`src/rtl/inter_ctrl_arbiter.sv`:
```
// inter_ctrl_arbiter
//   Round-robin arbiter sharing one inter-board transmitter among N_REQ
//   requesters. Each requester owns a single pending slot (flag + payload).
//   A granted payload is strobed out for one cycle, then held until the
//   transmitter reports completion (inter_ready) or the wait times out.
//
// Ports
//   clk             clock, rising edge
//   rst             synchronous active-high reset
//   interboard_rst  synchronous active-high reset, same effect as rst
//   req_en          per-requester one-cycle request strobe
//   req_payload     requester i payload at [i*PAYLOAD_W +: PAYLOAD_W]
//                   layout {move_dir, block_x[4:0], block_y[2:0],
//                           msg_type[3:0], card[5:0], sel_len[2:0]}
//   inter_ready     transmitter-finished pulse
//   out_en          one-cycle send strobe
//   out_payload     payload of the granted request (zero when idle)
//   req_done        one-cycle completion pulse per requester
//   req_err         one-cycle timeout-abort pulse per requester
//   overflow        sticky per-requester dropped-request flag
//   busy            arbiter is not idle
module inter_ctrl_arbiter #(
  parameter int N_REQ       = 4,
  parameter int PAYLOAD_W   = 22,
  parameter int TIMEOUT_CYC = 1023
) (
  input  logic                       clk,
  input  logic                       rst,
  input  logic                       interboard_rst,
  input  logic [N_REQ-1:0]           req_en,
  input  logic [N_REQ*PAYLOAD_W-1:0] req_payload,
  input  logic                       inter_ready,
  output logic                       out_en,
  output logic [PAYLOAD_W-1:0]       out_payload,
  output logic [N_REQ-1:0]           req_done,
  output logic [N_REQ-1:0]           req_err,
  output logic [N_REQ-1:0]           overflow,
  output logic                       busy
);

  localparam int GW = (N_REQ > 1) ? $clog2(N_REQ) : 1;
  localparam int CW = (TIMEOUT_CYC > 0) ? $clog2(TIMEOUT_CYC + 1) : 1;

  typedef enum logic [1:0] {
    IDLE,
    ISSUE,
    WAIT_READY
  } state_t;

  state_t               state, state_nx;
  logic [N_REQ-1:0]     pend;
  logic [PAYLOAD_W-1:0] pend_buf [N_REQ];
  logic [N_REQ-1:0]     ovf_q;
  logic [N_REQ-1:0]     done_q;
  logic [N_REQ-1:0]     err_q;
  logic [GW-1:0]        gnt;
  logic [GW-1:0]        last_gnt;
  logic [GW-1:0]        rr_idx;
  logic                 rr_found;
  logic [CW-1:0]        cnt;
  logic                 rst_any;
  logic                 done_now;
  logic                 tout_now;

  assign rst_any  = rst | interboard_rst;
  assign done_now = (state == WAIT_READY) && inter_ready;
  assign tout_now = (state == WAIT_READY) && !inter_ready &&
                    (cnt == CW'(TIMEOUT_CYC));

  // Round-robin search starting just after the last served requester.
  always_comb begin
    int unsigned cand;
    rr_found = 1'b0;
    rr_idx   = last_gnt;
    cand     = 0;
    for (int unsigned k = 1; k <= N_REQ; k++) begin
      cand = (last_gnt + k) % N_REQ;
      if (!rr_found && pend[GW'(cand)]) begin
        rr_found = 1'b1;
        rr_idx   = GW'(cand);
      end
    end
  end

  always_comb begin
    state_nx = state;
    unique case (state)
      IDLE:       if (|pend) state_nx = ISSUE;
      ISSUE:      state_nx = WAIT_READY;
      WAIT_READY: if (done_now || tout_now) state_nx = IDLE;
      default:    state_nx = IDLE;
    endcase
  end

  always_ff @(posedge clk) begin
    if (rst_any) begin
      state    <= IDLE;
      gnt      <= '0;
      last_gnt <= GW'(N_REQ - 1);
      cnt      <= '0;
    end else begin
      state <= state_nx;
      if (state == IDLE && rr_found)
        gnt <= rr_idx;
      if (state == ISSUE)
        cnt <= '0;
      else if (state == WAIT_READY && !done_now && !tout_now)
        cnt <= cnt + CW'(1);
      if (done_now || tout_now)
        last_gnt <= gnt;
    end
  end

  // Per-requester slot. A request arriving while its own transaction is
  // completing via inter_ready refills the slot instead of overflowing.
  for (genvar g = 0; g < N_REQ; g++) begin : g_slot
    logic is_gnt;
    logic keep;
    logic finish;

    assign is_gnt = (gnt == GW'(g));
    assign keep   = done_now && is_gnt;
    assign finish = (done_now || tout_now) && is_gnt;

    always_ff @(posedge clk) begin
      if (rst_any) begin
        pend[g]     <= 1'b0;
        pend_buf[g] <= '0;
        ovf_q[g]    <= 1'b0;
        done_q[g]   <= 1'b0;
        err_q[g]    <= 1'b0;
      end else begin
        done_q[g] <= done_now && is_gnt;
        err_q[g]  <= tout_now && is_gnt;
        if (finish)
          pend[g] <= 1'b0;
        if (req_en[g]) begin
          if (!pend[g] || keep) begin
            pend[g]     <= 1'b1;
            pend_buf[g] <= req_payload[g*PAYLOAD_W +: PAYLOAD_W];
          end else begin
            ovf_q[g] <= 1'b1;
          end
        end
      end
    end
  end

  assign out_en      = !rst_any && (state == ISSUE);
  assign busy        = !rst_any && (state != IDLE);
  assign out_payload = (rst_any || state == IDLE) ? '0 : pend_buf[gnt];
  assign req_done    = rst_any ? '0 : done_q;
  assign req_err     = rst_any ? '0 : err_q;
  assign overflow    = ovf_q;

endmodule

```
`config.mk`:
```
export PLATFORM = sky130hd
export DESIGN_NAME = inter_ctrl_arbiter
export DESIGN_NICKNAME = d
export VERILOG_FILES = /design/src/rtl/inter_ctrl_arbiter.sv
export SDC_FILE = /design/constraint.sdc
export NUM_CORES = 1
export LEC_CHECK = 0
export ABC_AREA = 1
export CORE_ASPECT_RATIO = 1.1
export CORE_MARGIN = 4
export CORE_UTILIZATION = 40
export CTS_CLUSTER_SIZE = 10
export DETAILED_ROUTE_END_ITERATION = 8
export GPL_TIMING_DRIVEN = 0
export PLACE_DENSITY = 0.66
export SETUP_SLACK_MARGIN = 0.05
export SLEW_MARGIN = 0
export SYNTH_ARGS = -nofsm -noshare
export SYNTH_HDL_FRONTEND = slang
export SYNTH_SLANG_ARGS = --single-unit
```
`constraint.sdc`:
```
create_clock -name clk -period 2.7 [get_ports clk]
set_input_delay 0.54 -clock clk [delete_from_list [all_inputs] [get_ports clk]]
set_output_delay 0.54 -clock clk [all_outputs]
set_load 0.01 [all_outputs]
```
# == Word-level counts from Yosys, hierarchy flattened ==
# Memories as Yosys holds them, arrays and structs flattened. A register that Yosys moved wholly into a read port is not among the register bits.
# Cells that the tools add are included.
# word_totals
reg_bits,32
ramBits,88
inputBits,96
out_inout_bits,36
word_cells,155
memories,1
# memory_table
memory,depth,word_bits,read_ports,rd_ports_with_merged_regs,write_ports,line,rtl
pend_buf,4,22,1,1,4,52,logic [PAYLOAD_W-1:0] pend_buf [N_REQ];
# op_classes
addsub,5
magnitude_cmp,4
eq_ne,8
muxes,58
bitwise_logic,9
n_reduce_logical,50
# op_table
operator,n
two-way mux 22 bit,5
two-way mux 1 bit,38
logical AND 1 bit,23
two-way mux 2 bit,8
"< comparator 2 x 3 -> 1 bit, second input constant",4
logical NOT 1 bit,11
"adder 10 x 1 -> 10 bit, second input constant",1
"== test 10 bit, second input constant",1
AND reduction 2 bit,5
binary-select mux 1 bit (select 2 bit),4
two-way mux 4 bit,2
"== test 2 bit, second input constant",3
logical OR 1 bit,6
case mux 2 bit (3 select lines),1
bitwise OR 1 bit,5
"adder 2 x 1 -> 2 bit, second input constant",2
"adder 2 bit, second input constant",2
"== test 2 x 1 -> 1 bit, second input constant",2
logical NOT 2 bit,2
inverter 1 bit,4
OR reduction 4 bit,1
"inequality test 2 x 1 -> 1 bit, second input constant",1
"inequality test 2 bit, second input constant",1
nonzero test 2 bit,1
OR reduction 2 bit,1

# == Logic depth before layout (Yosys ltp) ==
# logic_depth
word_depth,16
depth_mapped,12
ltp_nobuf,11

# == Least setup slack after synthesis ==
# No wires, ideal clock.
# synth_timing
kind,input to output
from,input interboard_rst
to,output out_payload[10]
arrival_time_ps,1396
t_required_ps,2160
slack_ps,764
cell_stages,6
path_buffers,1
cell_sequence,nor2_8 -> inv_2 -> nor2_2 -> inv_2 -> buf_2 -> a21oi_1
# synth_via
elab_chain_cells,3
# synth_lines
element,line,rtl
start: declaration,29,"input logic interboard_rst,"
bitwise OR 1 bit,65,assign rst_any = rst | interboard_rst;
logical OR 1 bit,151,assign out_payload = (rst_any || state == IDLE) ? '0 : pend_buf[gnt];
two-way mux 22 bit,151,
end: declaration,34,"output logic [PAYLOAD_W-1:0] out_payload,"
# Every way passes these cells.

==> summary.txt <==
Detailed routing
  – Drt first pass iters: 4
  – Vias: 4894
  – DRC viols: 0
  – Initial DRC Count: 274
  – WL/cell: 14.6 microns
  – Via density: 4.65
  – Post-Route WL: 15.4 mm
  – Final ANT Viol Nets: 0

Die
  – Row cnt: 46
  – Die ar.: 16900 sq um
  – Core outline area: 14500 sq um
  – Starting Density: 0.410
  – DIE HEIGHT: 136 microns
  – IO Pins: 132
  – Die W: 124 microns

Synth
  – Net count after synthesis: 795
  – Ys Warns: 0
  – Netlist cell types: 32
  – Synth top area cells: edfxtp_1, nor2_1, dfxtp_1
  – Yosys reg bits: 122
  – Post-Synthesis Cells: 698
  – Avg Cell Area, Syn: 8.52 sq um
  – Synthesized area: 5950 sq um
  – Cell type with the largest total area after synthesis: edfxtp_1
  – Share of the synthesized area in the top cell type: 0.444
  – Sequential area share after synthesis: 0.559

Worst setup path
  – Worst path cell trace: inv_1, clkbuf_2, nor2_1, o21ai_0, a21oi_1, dlygate4sd2_1
  – Critical path arrival: 1.99 ns
  – CP startpoint kind: flop
  – Crit path capture: out_payload[20]
  – Reg2reg end: pend_buf[1][4]
  – WP depth: 6
  – R2R cell count: 5
  – Crit. End Element: primary output
  – Crit path max fanout: 10
  – Critical path buffers and inverters: 3
  – Worst r2r src: state[0]
  – Worst reg2reg setup slack: 0.65 ns
  – Critical path class: reg -> out
  – CP delay by family, top: buffers and inverters
  – CP max stage delay: 0.42 ns
  – CP required: 2.16 ns
  – Critical-path top delay cell: dfxtp_1

Timing
  – Final Hold Vio Count: 0
  – Setup tns final: 0 ns
  – Slew of the pin with the lowest slew margin: 0.941 ns
  – Worst setup margin: 0.169 ns
  – Max-slew violations: 0
  – Crit share post-route: 0.937
  – Skew final: 0.0102 ns
  – Max Fclk: 395 MHz
  – Relative slew slack: 0.371
  – RSZ-0062 raised after global routing: false
  – Post-route minimum period: 2.53 ns
  – Setup-failing EPs final: 0
  – Worst Hold Margin: 0.459 ns

Cells and area
  – Area delta synth->final: 35.4%
  – Antenna cell count: 0
  – Fin util: 0.555
  – Most common cell after layout, fill and taps aside: nor2_1
  – Nets@finish: 946
  – Ratio of cells with drive above 1 in the final layout: 0.117
  – Commonest cells after routing, fill and taps aside: nor2_1, inv_1, clkdlybuf4s50_1, edfxtp_1, nand2_1
  – Final Non-Filler Cells: 1053

Flow run
  – Max Cap Viol: 0

Place
  – Setup WS pre-CTS: -0.425 ns
  – Placed cell count: 1021
  – Routability cong.: 0.882
  – Buffers on Ports: 131
  – DP HPWL: 11.4 mm

Clocking
  – Number of buffers created by CTS: 17
  – CTS tree: done
  – Worst-skew pair later-pin latency: 0.42 ns
  – Sink Count: 122
  – CTS Buffer Depth: 2
  – Htree depth: 4
  – Clock Pin Slew Worst Setup and Hold Paths: 0.05 ns
  – Root Buffer: clkbuf_16

Power and ir drop
  – PwrDens: 578 nW/um^2
  – Leakage power: 3.66 nW
  – Max IR drop VDD: 0.283 mV

Global route
  – GRT Util Overall: 0.186
  – Number of global-route vias before repair: 4822
  – First-pass GRT wire length: 24.2 mm
  – Initial antenna violation count: 0
  – Grt total ovfl: 0
  – Largest net degree at the start of global routing: 23

Worst hold path
  – Hold Path Class: reg -> reg
  – Cells on Worst Hold Path: 2

Outcome
  – Status: completed
-- stage by stage --
| step | total power [mW] | instance area, sq um |
|---|---|---|
| finish | 4.66 | 8060 |
| global route | 4.83 | 8060 |
| CTS | 4.69 | 8030 |
| detailed placement | 2.68 | 7500 |
| global placement | 2.67 | 7500 |
| floorplan | 2.42 | 5950 |
-- area by class of cell --
class                   count  area, sq um
repair buffers            132         1330
fillers                  1391         6450
clock inverters            12         83.8
plain buffers              28          201
clock buffers              19          433
multi-input cells         419         1950
flip-flops and latches    122         3320
inverters                 129          489
well taps                 192          240
-- cells by family (layout without fill, tap and decap cells) --
logic type | count (synthesis) | count (layout) | share of synthesized area
and+or+nand+nor | 323 | 323 | 0.240
buffers and inverters | 157 | 320 | 0.113
DFF | 122 | 122 | 0.559
AOI/OAI and AO/OA | 94 | 94 | 0.0848
adders and majority gates | 1 | 1 | 0.00210
xor gates and xnor gates | 1 | 1 | 0.00147
-- per-layer routing --
metal / share of wire / vias up / track usage
li1: - / 2490 / -
met1: 0.44 / 2230 / 0.231
met2: 0.47 / 157 / 0.304
met3: 0.076 / 17 / 0.0660
met4: 0.012 / 0 / 0.0615
met5: 0 / - / 0
-- registers in the layout (all words and copies together), names as in the netlist, named ones only --
name,cells
gnt,2
last_gnt,2
pend,4
pend_buf,88
overflow,4
done_q,4
err_q,4
state,2
cnt,10
-- timing repair --
action,CTS,global route
buffers inserted,1,0
setup endpoints to repair,31,25
hold buffers,0,0
gates resized for setup,44,19
pin swaps,1,0
-- synth_stat cells --
cell / instances
edfxtp_1: 88
or2_2: 2
nor3_2: 1
o21a_1: 2
nor2_4: 1
nor3_1: 10
inv_6: 1
a21oi_1: 37
xor2_1: 1
o21ai_4: 2
nand3b_1: 2
inv_2: 8
buf_6: 9
nor2_2: 21
clkbuf_1: 9
and3_1: 1
a31oi_1: 2
nand3_1: 16
inv_1: 120
dfxtp_1: 34
o21ai_0: 46
o221ai_1: 1
o21ai_1: 4
nand4_1: 2
nor2_8: 1
nor2_1: 185
nand2_2: 1
nand3_4: 5
nand3_2: 1
ha_1: 1
nand2_1: 74
buf_2: 10
-- tightest hold or removal path: stages, from the launching register on --
cell and delay (ns):
dfxtp_1 0.31, inv_1 0.05, a21oi_1 0.05
-- power by group --
group / switching (mW) / internal (mW)
registers: 0.0363 / 2.11
logic: 0.268 / 0.229
clock network: 0.784 / 1.23
total: 1.09 / 3.57
-- worst min-delay path by stage --
stage	start	end	slack, ns
2_1_floorplan	cnt[4]	cnt[4]	0.44
3_3_place_gp	overflow[0]	overflow[0]	0.44
3_5_place_dp	overflow[0]	overflow[0]	0.45
4_1_cts	overflow[0]	overflow[0]	0.46
5_1_grt	overflow[0]	overflow[0]	0.49
6_report	overflow[0]	overflow[0]	0.46
Power figures use the tool's default switching activity.
